--- src/rtl/bitonic_seq_sort.sv ---
// Eight-sample serial bitonic sorter: load, 24 single compare-swaps, stream out.
// Define BITONIC_ASCEND_EN for smallest-first output instead of largest-first.
module bitonic_seq_sort #(
   parameter int DATA_W = 8,
   parameter int N      = 8
) (
   input  logic              clk,
   input  logic              reset,
   input  logic              in_valid,
   input  logic [DATA_W-1:0] number_in,
   output logic              busy,
   output logic              out_valid,
   output logic [DATA_W-1:0] number_out
);

   typedef enum logic [1:0] {
      IDLE,
      LOAD,
      SORT,
      OUT
   } state_t;

   state_t state, state_nx;

   logic [DATA_W-1:0] r [N];
   logic [2:0] cnt;
   logic [2:0] ocnt;
   logic [4:0] step;
   logic [2:0] stage;
   logic [1:0] p;
   logic [3:0] k;
   logic [2:0] j;
   logic [2:0] lo;
   logic [2:0] hi;
   logic       accept;
   logic       dir;
   logic       desc;
   logic       swap;
   logic       sort_last;
   logic       out_last;

   assign accept    = in_valid && (state == IDLE || state == LOAD);
   assign sort_last = (state == SORT) && (step == 5'd23);
   assign out_last  = (state == OUT) && (ocnt == 3'd7);

   // step[4:2] walks the (k,j) merge stages, step[1:0] the pair within
   assign stage = step[4:2];
   assign p     = step[1:0];

   always_comb begin
      k = 4'd2;
      j = 3'd1;
      unique case (1'b1)
         (stage == 3'd0): begin k = 4'd2; j = 3'd1; end
         (stage == 3'd1): begin k = 4'd4; j = 3'd2; end
         (stage == 3'd2): begin k = 4'd4; j = 3'd1; end
         (stage == 3'd3): begin k = 4'd8; j = 3'd4; end
         (stage == 3'd4): begin k = 4'd8; j = 3'd2; end
         (stage == 3'd5): begin k = 4'd8; j = 3'd1; end
         default: begin k = 4'd2; j = 3'd1; end
      endcase
   end

   // p-th index with bit j clear, ascending; partner sets that bit
   always_comb begin
      lo = {1'b0, p};
      unique case (1'b1)
         j[0]:    lo = {p, 1'b0};
         j[1]:    lo = {p[1], 1'b0, p[0]};
         default: lo = {1'b0, p};
      endcase
   end

   assign hi  = lo | j;
   assign dir = (({1'b0, lo} & k) == 4'd0);

`ifdef BITONIC_ASCEND_EN
   assign desc = ~dir;
`else
   assign desc = dir;
`endif

   assign swap = (state == SORT) &&
                 (desc ? (r[lo] < r[hi]) : (r[lo] > r[hi]));

   always_comb begin
      state_nx = state;
      unique case (state)
         IDLE: if (accept) state_nx = LOAD;
         LOAD: if (accept && cnt == 3'd7) state_nx = SORT;
         SORT: if (sort_last) state_nx = OUT;
         OUT:  if (out_last) state_nx = IDLE;
         default: state_nx = IDLE;
      endcase
   end

   always_ff @(posedge clk) begin
      if (reset) begin
         state <= IDLE;
         cnt   <= 3'd0;
         ocnt  <= 3'd0;
         step  <= 5'd0;
         for (int x = 0; x < N; x++) r[x] <= '0;
      end else begin
         state <= state_nx;
         if (accept) begin
            r[cnt] <= number_in;
            cnt    <= cnt + 3'd1;
         end
         if (state == SORT) begin
            step <= sort_last ? 5'd0 : step + 5'd1;
            if (swap) begin
               r[lo] <= r[hi];
               r[hi] <= r[lo];
            end
         end
         if (state == OUT) ocnt <= ocnt + 3'd1;
      end
   end

   assign busy       = (state == SORT) || (state == OUT);
   assign out_valid  = (state == OUT);
   assign number_out = out_valid ? r[ocnt] : '0;

endmodule

--- config.mk ---
export PLATFORM = sky130hd
export DESIGN_NAME = bitonic_seq_sort
export DESIGN_NICKNAME = d
export VERILOG_FILES = /design/src/rtl/bitonic_seq_sort.sv
export SDC_FILE = /design/constraint.sdc
export NUM_CORES = 1
export LEC_CHECK = 0
export ABC_AREA = 1
export BUFFER_PORTS_ARGS = -buffer_cell sky130_fd_sc_hd__clkbuf_2
export CORE_AREA = 2 2 110 112
export CTS_CLUSTER_SIZE = 40
export DETAILED_ROUTE_END_ITERATION = 10
export DIE_AREA = 0 0 112 114
export GPL_TIMING_DRIVEN = 0
export PLACE_DENSITY = 0.8
export SKIP_CTS_REPAIR_TIMING = 1
export SLEW_MARGIN = 20
export SYNTH_ARGS = -nofsm -noshare
export SYNTH_HDL_FRONTEND = slang
export SYNTH_SLANG_ARGS = --single-unit
--- constraint.sdc ---
create_clock -name clk -period 3.6 [get_ports clk]
set_clock_uncertainty 0.2 [all_clocks]
set_input_delay 0.18 -clock clk [delete_from_list [all_inputs] [get_ports clk]]
set_output_delay 0.18 -clock clk [all_outputs]
set_load 0.01 [all_outputs]
Yosys cells after proc, flatten, opt, wreduce, memory -nomap -nowiden
Memory sizes are Yosys's and may differ from the RTL's. A register that Yosys moved wholly into a read port is not among the register bits.
Cells that the tools add are included.

word-level totals
  bits in writable memories = 64
  input port bits = 11
  register bits after elaboration = 13
  word-level logic and storage cells = 74
  memories kept = 1

cells by class
  muxes and demuxes = 31
  bitwise operators = 2
  $lt $le $gt $ge = 2
  reductions and logical operators = 16
  add/sub/neg operators = 3
  equal/unequal tests = 15

memory list
  memory  depth  width  rd ports  clocked after memory_dff  write ports  RTL line  text
  r       8      8      3         1                         8            25        logic [DATA_W-1:0] r [N];

operators with widths
  cell                                                 count
  two-way mux 8 bit                                    4
  OR reduction 8 bit                                   3
  two-way mux 3 bit                                    5
  two-way mux 1 bit                                    13
  equality test 3 bit, second input constant           4
  case mux 3 bit (2 select lines)                      2
  greater-than comparator 8 bit                        1
  less-than comparator 8 bit                           1
  two-way mux 2 bit                                    4
  case mux 2 bit (4 select lines)                      1
  case mux 4 bit (2 select lines)                      1
  adder 3 x 1 -> 3 bit, second input constant          2
  equality test 3 x 2 -> 1 bit, second input constant  2
  adder 5 x 1 -> 5 bit, second input constant          1
  equality test 5 bit, second input constant           1
  logical AND 1 bit                                    5
  two-way mux 5 bit                                    1
  AND 3 x 4 -> 4 bit                                   1
  equality test 2 bit, second input constant           2
  zero test 4 bit                                      1
  != test 2 x 1 -> 1 bit, second input constant        2
  != test 2 bit, second input constant                 2
  AND reduction 4 bit                                  1
  OR reduction 2 bit                                   2
  6 further kinds                                      7

Logic depth before layout (Yosys ltp)
Gate-level depths: netlist (run 1).
An unclocked memory read counts as a cell.

  depth in word-level cells = 15
  mapped depth = 31
  mapped depth without buffers = 28

Worst setup path before layout (run 1)
OpenSTA, ideal clock, no wires.

  kind = flip-flop to flip-flop
  from = register step[3]
  to = memory r[2][0], enable pin
  cell stages (with the launch flop) = 28
  slack = -0.270 ns
  library setup time = 0.329 ns
  arrival = 3.341 ns
  cells stage by stage = dfxtp_1 inv_2 nand2_1 nand2_1 o21ai_2 nand2_2 nand2_2 inv_1 buf_2 nor2_1 o21ai_0 o21a_1 buf_2 ha_1 nand2_1 nor2_1 nand2_1 nand2_1 nand2_1 nand3_2 nand3_2 buf_6 nand2_1 nand2_4 nor2_8 buf_6 nand2_1 nand2_1

RTL lines
  what                      RTL line  text
  start: declaration        28        logic [4:0] step;
  start signal: assignment  111       step <= sort_last ? 5'd0 : step + 5'd1;
  end: declaration          25

==> results of run 1 <==
[final cells by class]
class | instances | share of cell area (%)
Buffer | 44 | 4.15
Sequential cell | 80 | 26.5
Tap cell | 147 | 2.16
Timing Repair Buffer | 99 | 10.5
Inverter | 104 | 4.85
Multi-Input combinational cell | 681 | 48.8
Clock buffer | 10 | 2.69
Clock inverter | 5 | 0.397
[final timing paths]
path / to / slack (ps) / cells past startpoint
worst max-delay path: r[3][6]$_DFFE_PP_ / -810 / 26
worst min-delay path: cnt[0]$_SDFFE_PP0P_ / 40 / 4
worst max register to register: r[3][6]$_DFFE_PP_ / -810 / 26
worst min register to register: cnt[0]$_SDFFE_PP0P_ / 320 / 1
[kinds of logic after synthesis]
logic type      Yosys count  share of synthesized area (%)
compound gates          160                           14.0
simple gates            499                           36.2
buf+inv                 148                           9.94
fa+ha+maj                18                           3.59
xor+xnor                  4                          0.558
flops                    80                           35.7
[worst reg2reg max path, cell delays in order, from the launching register on]
cell and delay [ps]:
dfxtp_4 400, inv_4 50, nor2_4 150, nand2_1 70
nand4_1 220, nand3_2 190, nand2_4 150, clkinvlp_4 230
nand2_2 160, nand2_1 100, nor2_4 190, inv_2 90
ha_4 280, nand2_1 50, a21oi_1 170, nor2_2 90
nand2_4 100, nand2_4 70, nand3_4 100, nand3_4 130
buf_8 200, nand2_4 90, nand2_8 80, nor2_8 200
buf_8 160, nand2_2 70, nand2_4 130
[where the power goes]
group	switching [mW]	leakage, nW	internal [mW]
Clock	0.397	0.126	0.464
Combinational	2.29	2.95	1.32
Sequential	0.145	0.797	1.17
Total	2.83	3.87	2.96
[through the flow]
stage	hold slack [ps]	cells	power (mW)
finish	41.2	1170	5.79
global route	126	1170	5.97
CTS	-137	1091	4.40
detailed placement	230	1076	3.57
global placement	229	1076	3.54
floorplan	58.5	909	2.86
[metal layers]
layer / GRT usage (%) / vias up
li1: - / 3217
met1: 48.9 / 3346
met2: 51.0 / 668
met3: 9.09 / 166
met4: 15.4 / 0
met5: 0 / -
[sequential cells by signal (all words and copies together) (netlist names), named ones only]
register	cells
ocnt	3
step	5
state	2
r	64
cnt	3
[placed cells by master (no fill, tap or decap), drive strengths merged]
master	Yosys	layout
nand4	10	10
nand2	317	317
nor3	6	6
inv	103	102
a211oi	1	1
buf	24	94
o211ai	20	20
edfxtp	64	64
dfxtp	16	16
a21oi	45	45
clkinvlp	0	3
nand3	95	95
a31oi	8	8
dlygate4sd3	0	1
nor2	65	65
xor2	3	3
clkbuf	20	58
nand3b	6	6
ha	18	18
clkinv	1	4
o21ai	82	82
xnor2	1	1
o21a	3	3
a21o	1	1
==> qor.csv, run 1 <==
stage;metric;value;unit
die;Die H;114;µm
synthesis;post-synthesis sequential area ratio;35.7;%
placement;dpl ws;-1050;ps
cts;Root Buffer Master;clkbuf_16;
route;initial drt markers;1229;
placement;DP HPWL;16600;µm
route;vias;7397;
route;met3 routed WL;4100;µm
route;routed wire length;27000;µm
synthesis;Post-synth top cells;nand2_1, inv_1, nand3_1;
layout;final instance area;8510;µm²
timing;Max Freq;0.227;GHz
timing;setup ws final;-814;ps
worst_setup_path;Crit path top cell by count;nand2_4;
synthesis;Distinct cells, synth;36;
global_route;global-route wire length before repair;33400;µm
synthesis;Yosys warnings;0;
worst_hold_path;Worst Hold Class;in -> reg;
global_route;vias in the first global route;5718;
cts;clock tree buffer depth;2;
layout;Register Area;2250;µm²
worst_setup_path;critical path's slowest cell;dfxtp_4;
worst_setup_path;crit path launch;step[2]$_SDFFE_PP0P_;
global_route;largest net degree at the start of global routing;14;
cts;Num CTS Buffers;9;
route;met2 WL;11700;µm
route;DR pass1 iterations;7;
synthesis;number of enable flip-flop cells after synthesis;64;
run;MaxCap Viol Count;0;
layout;Final Util;72.7;%
timing;Slew @ Worst Pin;887;ps
layout;area grow syn2layout;35.5;%
synthesis;main flop type after synthesis;edfxtp_1;
status;failing checks;negative setup slack;
route;Met1 Routed Length;9470;µm
cts;clk_lat worst skew;360;ps
layout;n_diodes;0;
synthesis;Syn Nets;938;
timing;setup TNS;-93430;ps
timing;Max Slew Vio Count;0;
placement;dpl cell area;6720;µm²
layout;area taken by multi-input logic gates;4160;µm²
die;Die ar.;12800;µm²
layout;final-stage net count;1048;
cts;clk slew on worst S/H paths;60;ps
die;Starting Density;53.6;%
worst_setup_path;crit path DAT;4270;ps
timing;post-route minimum period;4410;ps
synthesis;Avg Cell Area, Syn;6.91;µm²
layout;share of cells above drive strength 1;28.9;%
timing;Max-Slew Margin vs Limit;40.8;%
worst_hold_path;hold path start;in_valid;
die;Die Width;112;µm
worst_setup_path;Reg2Reg Launch Point;step[2]$_SDFFE_PP0P_;
worst_setup_path;CP Capture Type;flop;
worst_setup_path;Buf/Inv on CP;5;
pwr;worst vdd ir;0.636;mV
route;WL per Instance;23.1;µm
global_route;Total Routing Usage GR;34.9;%
status;status;complete, but fails checks;
timing;RSZ-0062 raised after global routing;true;
pwr;static leakage;3.87;nW
route;highest routed layer;met4;
cts;# H-tree levels;3;
worst_setup_path;Critical Path Max Stage Delay;400;ps
timing;Final setup viols;128;
worst_setup_path;Required @ worst endpoint;3460;ps
timing;crit share post-route;123;%
route;antenna-violating nets left;0;
layout;fillcell total;868;
synthesis;Seq cells post-synth;80;
placement;# port buffers;20;
route;DRC viols;0;
synthesis;Synth top area share;30.6;%
route;via density per instance;6.32;
synthesis;synthesized area;6280;µm²
die;total core area;11700;µm²
pwr;PwrDens;680;nW/µm²
cts;CTS tree;done;
worst_setup_path;worst-path maximum fanout;8;
placement;GPL Wtd Cong;1.07;
synthesis;Synth Instances;909;
synthesis;area leader, netlist;edfxtp_1;
timing;Final Hold Fails;0;
global_route;initial antenna violation count;0;
synthesis;Synth area leaders;edfxtp_1, nand2_1, nand3_1, o21ai_0, inv_1;
worst_setup_path;path type of the worst setup path;reg -> reg;
global_route;total global routing overflow;0;
cts;Sink Count;80;
synthesis;Post-synth ARST share;0;%
worst_setup_path;family with the most delay on the worst path;simple AND/OR/NAND/NOR gates;
synthesis;most common cell in the synthesized netlist;nand2_1;
die;num rows;40;
die;io pins;21;
worst_setup_path;Startpoint Class;flop;
No activity file was read; power rests on OpenSTA's default activity.
==> inputs of run 2 (changes only) <==
--- a/config.mk
+++ b/config.mk
@@ -12,7 +12,7 @@
 export DETAILED_ROUTE_END_ITERATION = 10
 export DIE_AREA = 0 0 112 114
 export GPL_TIMING_DRIVEN = 0
-export PLACE_DENSITY = 0.8
+export PLACE_DENSITY = 0.77
 export SKIP_CTS_REPAIR_TIMING = 1
 export SLEW_MARGIN = 20
 export SYNTH_ARGS = -nofsm -noshare
==> constraint.sdc (replaced) <==
create_clock -name clk -period 5.56 [get_ports clk]
set_clock_uncertainty 0.2 [all_clocks]
set_input_delay 0.278 -clock clk [delete_from_list [all_inputs] [get_ports clk]]
set_output_delay 0.278 -clock clk [all_outputs]
set_load 0.01 [all_outputs]
==> qor.csv, run 2 (synthesis results as in run 1) <==
stage;metric;value;unit;change
layout;share of cells above drive strength 1;11.4;%;-18 points
cts;clk slew on worst S/H paths;60;ps;about the same
worst_setup_path;flop-to-flop setup slack;350;ps;+1160 ps
layout;biggest regs;r (64), step (5);;
die;Die H;114;µm;unchanged
timing;crit share post-route;93.7;%;-29 points
worst_setup_path;Reg2Reg Launch Point;step[3]$_SDFFE_PP0P_;;
layout;area grow syn2layout;9.96;%;
worst_hold_path;Hold Path End;cnt[0]$_SDFFE_PP0P_;;
timing;Max-Slew Margin vs Limit;47.1;%;+6.2 points
status;status;finished, final reports clean;;
cts;clock tree buffer depth;2;;unchanged
route;DR pass1 iterations;6;;-1
die;Starting Density;53.6;%;unchanged
route;routed wire length;22700;µm;-16%
route;WL per Instance;20.8;µm;-10%
timing;setup TNS;0;ps;+93430 ps
placement;DP HPWL;16600;µm;about the same
timing;Final setup viols;0;;-100%
timing;RSZ-0062 raised after global routing;false;;
global_route;total global routing overflow;0;;unchanged
cts;Num CTS Buffers;9;;unchanged
layout;Register Area;2240;µm²;-0.44%
cts;Sink Count;80;;unchanged
pwr;total power;2.94;mW;-49%
worst_hold_path;hold path start;in_valid;;
worst_setup_path;worst-path maximum fanout;10;;+2
layout;n_diodes;0;;unchanged
global_route;initial antenna violation count;0;;unchanged
route;vias;6638;;-10%
die;num rows;40;;unchanged
die;Die ar.;12800;µm²;unchanged
worst_setup_path;crit path launch;step[3]$_SDFFE_PP0P_;;
layout;max reg flops;64;;unchanged
layout;Final Util;59.0;%;-14 points
run;MaxCap Viol Count;0;;unchanged
cts;CTS tree;done;;
worst_hold_path;Worst Hold Class;in -> reg;;
worst_setup_path;family with the most delay on the worst path;simple AND/OR/NAND/NOR gates;;
worst_setup_path;critical path's slowest cell;dfxtp_1;;
layout;Final Instance Count excl. Fillers;1095;;-6.4%
global_route;vias in the first global route;5815;;+1.7%
placement;placed insts;1076;;unchanged
pwr;worst vdd ir;0.301;mV;-53%
timing;Max Slew Vio Count;0;;unchanged
cts;# H-tree levels;3;;unchanged
global_route;global-route wire length before repair;34300;µm;+2.9%
timing;Max Freq;0.192;GHz;-15%
route;antenna-violating nets left;0;;unchanged
timing;Slew @ Worst Pin;791;ps;-96.2 ps
timing;Final Hold Fails;0;;unchanged
placement;GPL Wtd Cong;1.06;;-1.1%
global_route;largest net degree at the start of global routing;16;;+2
worst_setup_path;Crit path top cell by count;nand2_1;;
route;via density per instance;6.06;;-4.1%
worst_setup_path;Buf/Inv on CP;5;;unchanged
worst_setup_path;path type of the worst setup path;reg -> reg;;
die;total core area;11700;µm²;unchanged
layout;largest reg by FF count;r;;
layout;area taken by multi-input logic gates;3430;µm²;-18%
placement;# port buffers;20;;unchanged
worst_setup_path;Startpoint Class;flop;;
worst_setup_path;RR Endpoint;r[6][7]$_DFFE_PP_;;
global_route;Total Routing Usage GR;36.2;%;+1.4 points
cts;clk_lat worst skew;360;ps;about the same
pwr;static leakage;3.27;nW;-15%
worst_setup_path;CP Capture Type;flop;;
timing;post-route minimum period;5210;ps;+798 ps
pwr;PwrDens;426;nW/µm²;-37%
layout;fillcell total;1115;;+28%
worst_setup_path;Required @ worst endpoint;5380;ps;+1920 ps
layout;commonest non-fill, non-tap cell in the layout;nand2_1;;
worst_hold_path;Min-Delay Path Depth;4;;unchanged
route;initial drt markers;978;;-20%
worst_setup_path;Critical Path Max Stage Delay;480;ps;+80 ps
die;io pins;21;;unchanged
worst_setup_path;R2R depth;26;;unchanged
die;Die Width;112;µm;unchanged
cts;Root Buffer Master;clkbuf_16;;
route;DRC viols;0;;unchanged
worst_setup_path;crit path DAT;5030;ps;+760 ps
layout;commonest non-fill, non-tap cells in the layout;nand2_1, inv_1, nand3_1;;
layout;final-stage net count;972;;-7.3%
## run 2: routing by layer
| metal | vias up | GRT usage [%] | routed length (µm) |
|---|---|---|---|
| met1 | 3017 | 51.0 | 8860 |
| met2 | 489 | 53.7 | 9530 |
| li1 | 3068 | - | - |
| met5 | - | 0 | 0 |
| met3 | 64 | 10.3 | 3540 |
| met4 | 0 | 13.1 | 794 |
## run 2: metrics by stage
step | hold slack [ps] | area (µm²) | setup WS (ps)
final | 132 | 6910 | 348
after global routing | 152 | 6910 | 70.9
after CTS | -43.8 | 6870 | 292
after detailed placement | 282 | 6560 | 314
after global placement | 281 | 6560 | 281
after floorplan | 156 | 6280 | 1690
## run 2: cell type report
cell class / instances / area share [%]
multi-input combinational: 681 / 49.6
timing repair buffer: 23 / 1.81
sequential: 80 / 32.5
buffer: 44 / 3.41
clock inverter: 7 / 1.12
tap: 147 / 2.66
inverter: 104 / 5.65
clock buffer: 9 / 3.26
## run 2: worst max-delay path by stage
stage / endpoint / slack (ps) / cells past startpoint
global placement: r[4][1]$_DFFE_PP_ / 280 / 26
detailed placement: r[4][1]$_DFFE_PP_ / 310 / 26
floorplan: r[2][0]$_DFFE_PP_ / 1690 / 27
CTS: r[4][7]$_DFFE_PP_ / 290 / 26
global route: r[6][5]$_DFFE_PP_ / 70 / 26
finish: r[6][7]$_DFFE_PP_ / 350 / 26
## run 2: tightest hold or removal path, cell delays in order
cell and delay [ps]:
clkbuf_2 80, inv_1 40, a21oi_1 90, a21oi_1 150
## run 2: power by group
part	internal [mW]	switching (mW)
combinational	0.402	1.08
sequential	0.761	0.0837
clock	0.353	0.264
==> inputs of run 3 (changes only) <==
--- a/config.mk
+++ b/config.mk
@@ -5,14 +5,13 @@
 export SDC_FILE = /design/constraint.sdc
 export NUM_CORES = 1
 export LEC_CHECK = 0
-export ABC_AREA = 1
 export BUFFER_PORTS_ARGS = -buffer_cell sky130_fd_sc_hd__clkbuf_2
-export CORE_AREA = 2 2 110 112
+export CORE_AREA = 2 2 109 111
 export CTS_CLUSTER_SIZE = 40
 export DETAILED_ROUTE_END_ITERATION = 10
-export DIE_AREA = 0 0 112 114
+export DIE_AREA = 0 0 111 113
 export GPL_TIMING_DRIVEN = 0
-export PLACE_DENSITY = 0.77
+export PLACE_DENSITY = 0.76
 export SKIP_CTS_REPAIR_TIMING = 1
 export SLEW_MARGIN = 20
 export SYNTH_ARGS = -nofsm -noshare
==> qor.csv, run 3 <==
stage;metric;value;unit;change
timing;Final Hold Fails;0;;unchanged
pwr;Comb power frac;41.2;%;-9.2 points
synthesis;Seq cells post-synth;80;;unchanged
synthesis;most common cell in the synthesized netlist;o22ai_1;;
layout;final-stage net count;600;;-38%
placement;dpl ws;124;ps;-190 ps
route;DRC viols;0;;unchanged
cts;Sink Count;80;;unchanged
synthesis;Yosys warnings;0;;unchanged
route;via density per instance;7.10;;+17%
layout;largest reg by FF count;r;;
status;status;finished, final reports clean;;
route;DR pass1 iterations;5;;-1
layout;final instance area;6700;µm²;-3.0%
worst_hold_path;Worst Hold Class;in -> reg;;
global_route;Total Routing Usage GR;27.9;%;-8.3 points
synthesis;Post-synth ARST share;0;%;unchanged
timing;Max Slew Vio Count;0;;unchanged
placement;GPL Wtd Cong;0.933;;-12%
synthesis;Synth Area in Simple Gates;12.2;%;-24 points
synthesis;XOR/XNOR share of the synthesized area;0.720;%;+0.16 points
worst_setup_path;CP Capture Type;flop;;
cts;Root Buffer Master;clkbuf_16;;
placement;dpl cell area;6360;µm²;-3.1%
synthesis;adder-cell share of the synthesized area;3.70;%;+0.12 points
cts;CTS tree;done;;
die;Die H;113;µm;-0.88%
route;WL per Instance;24.0;µm;+16%
global_route;total global routing overflow;0;;unchanged
synthesis;post-synthesis mux area share;19.4;%;+19 points
synthesis;Syn Nets;565;;-40%
timing;Slew @ Worst Pin;804;ps;+12.5 ps
synthesis;Distinct cells, synth;73;;+100%
worst_setup_path;Crit path top cell by count;buf_6;;
synthesis;area leader, netlist;edfxtp_1;;
timing;RSZ-0062 raised after global routing;false;;
layout;n_diodes;0;;unchanged
cts;clk_lat worst skew;340;ps;-20 ps
worst_setup_path;crit path DAT;5020;ps;about the same
cts;clock tree buffer depth;2;;unchanged
pwr;part of the power in the clock network;24.9;%;+4.0 points
run;MaxCap Viol Count;0;;unchanged
route;vias;5108;;-23%
pwr;PwrDens;353;nW/µm²;-17%
synthesis;main flop type after synthesis;edfxtp_1;;
pwr;static leakage;2.38;nW;-27%
global_route;global-route wire length before repair;27200;µm;-21%
synthesis;post-synthesis sequential area ratio;36.8;%;+1.1 points
route;initial drt markers;614;;-37%
die;Die Width;111;µm;-0.89%
die;total core area;11300;µm²;-3.7%
global_route;largest net degree at the start of global routing;15;;-1
layout;biggest regs;r (64), step (5);;
layout;max reg flops;64;;unchanged
route;antenna-violating nets left;0;;unchanged
pwr;worst vdd ir;0.248;mV;-18%
worst_setup_path;Critical Path Max Stage Delay;560;ps;+80 ps
pwr;sw frac;37.4;%;-11 points
die;Die ar.;12500;µm²;-1.8%
worst_setup_path;Required @ worst endpoint;5350;ps;-30 ps
worst_setup_path;path type of the worst setup path;reg -> reg;;
pwr;cell internal pwr;1.48;mW;-2.4%
cts;Num CTS Buffers;9;;unchanged
timing;post-route minimum period;5230;ps;+19.0 ps
timing;Max Freq;0.191;GHz;-0.36%
synthesis;Synth Instances;536;;-41%
layout;share of cells above drive strength 1;25.7;%;+14 points
placement;DP HPWL;13600;µm;-18%
timing;Max-Slew Margin vs Limit;46.0;%;-1.1 points
cts;# H-tree levels;3;;unchanged
worst_setup_path;critical path's slowest cell;mux4_2;;
layout;area grow syn2layout;10.1;%;
synthesis;Compound-Gate Fraction of Synth Area;21.4;%;+7.4 points
synthesis;Avg Cell Area, Syn;11.4;µm²;+64%
synthesis;synthesized area;6080;µm²;-3.1%
timing;worst hold slack;61.6;ps;-70.3 ps
cts;clk slew on worst S/H paths;60;ps;about the same
timing;Final setup viols;0;;unchanged
synthesis;Synth top area share;31.6;%;+0.98 points
timing;crit share post-route;94.1;%;+0.34 points
placement;# port buffers;20;;unchanged
timing;setup TNS;0;ps;unchanged
pwr;sequential share of power;33.9;%;+5.2 points
die;num rows;39;;-2.5%
worst_setup_path;Critical Path, Cell by Cell;buf_6, nor2_8, a21o_2, nand2_4, buf_6, mux4_2, mux2i_4, inv_2, ha_1, nand3_1, o221a_2, o31ai_1, mux2_2, buf_6, nor3_4, nand3b_1, nand3_1;;
pwr;NetSw;885;µW;-38%
synthesis;main combinational cell family by area after synthesis;compound AO/OA/AOI/OAI gates;;
route;routed wire length;17300;µm;-24%
worst_setup_path;worst-path maximum fanout;10;;unchanged
layout;Final Util;59.4;%;+0.47 points
die;Starting Density;54.0;%;+0.36 points
layout;commonest non-fill, non-tap cells in the layout;o22ai_1, edfxtp_1, nand2_1;;
global_route;vias in the first global route;4799;;-17%
worst_setup_path;Startpoint Class;flop;;
die;io pins;21;;unchanged
timing;setup ws final;328;ps;-19.0 ps
synthesis;Synth area leaders;edfxtp_1, mux4_2, o22ai_1, dfxtp_1, ha_1;;
synthesis;Post-synth top cells;o22ai_1, edfxtp_1, nand2_1;;
synthesis;number of enable flip-flop cells after synthesis;64;;unchanged
layout;commonest non-fill, non-tap cell in the layout;o22ai_1;;
global_route;initial antenna violation count;0;;unchanged
-- run 3: layout make-up --
type | instances | area (µm²)
fillers | 873 | 4570
multi-input cells | 389 | 3510
flip-flops and latches | 80 | 2240
plain buffers | 42 | 251
clock buffers | 9 | 225
well taps | 143 | 179
repair buffers | 24 | 130
inverters | 25 | 93.8
clock inverters | 7 | 67.6
-- run 3: cells by family (layout without fill, tap and decap cells) --
family	count (synthesis)	in the layout
DFF	80	80
xor gates and xnor gates	5	5
AOI/OAI and AO/OA	168	168
buffers and inverters	67	107
muxes	65	65
and+or+nand+nor	133	133
adders and majority gates	18	18
-- run 3: through the flow --
stage	total power, mW	cells
after floorplan	1.51	536
after detailed placement	1.75	699
after CTS	2.34	715
final	2.36	719
after global placement	1.72	699
after global routing	2.47	719
-- run 3: path summary, 6_finish.rpt --
| kind | cells after the start | slack, ps | end | startpoint |
|---|---|---|---|---|
| worst max-delay path | 17 | 330 | r[6][4]$_DFFE_PP_ | step[2]$_SDFFE_PP0P_ |
| worst max register to register | 17 | 330 | r[6][4]$_DFFE_PP_ | step[2]$_SDFFE_PP0P_ |
| worst min-delay path | 2 | 60 | r[7][0]$_DFFE_PP_ | number_in[0] |
| worst min register to register | 2 | 340 | flop | ocnt[2]$_SDFFE_PP0P_ |
-- run 3: power groups by stage --
stage | clock [mW] | combinational [mW] | sequential, mW
after floorplan | 0 | 0.734 | 0.772
after global placement | 0 | 0.919 | 0.800
after detailed placement | 0 | 0.948 | 0.807
after CTS | 0.592 | 0.955 | 0.794
after global routing | 0.619 | 1.05 | 0.806
final | 0.590 | 0.974 | 0.801
-- run 3: worst max-delay path, delay by kind of cell, from the launching register on --
kind                     cells  cell delay [ps]
AND/OR/NAND/NOR              6             1320
multiplexers                 3             1280
AO/OA/AOI/OAI                3              810
buffers and inverters        4              610
flip-flops                   1              340
adder cells (fa/ha/maj)      1              310
-- run 3: routing by layer --
metal  track usage [%]  up-vias  part of all wire [%]
met5                 0        -                     0
met4              9.75        0                   2.6
met3              5.25       48                    12
met2              45.8      381                    48
met1              37.6     2462                    38
li1                  -     2217                     -
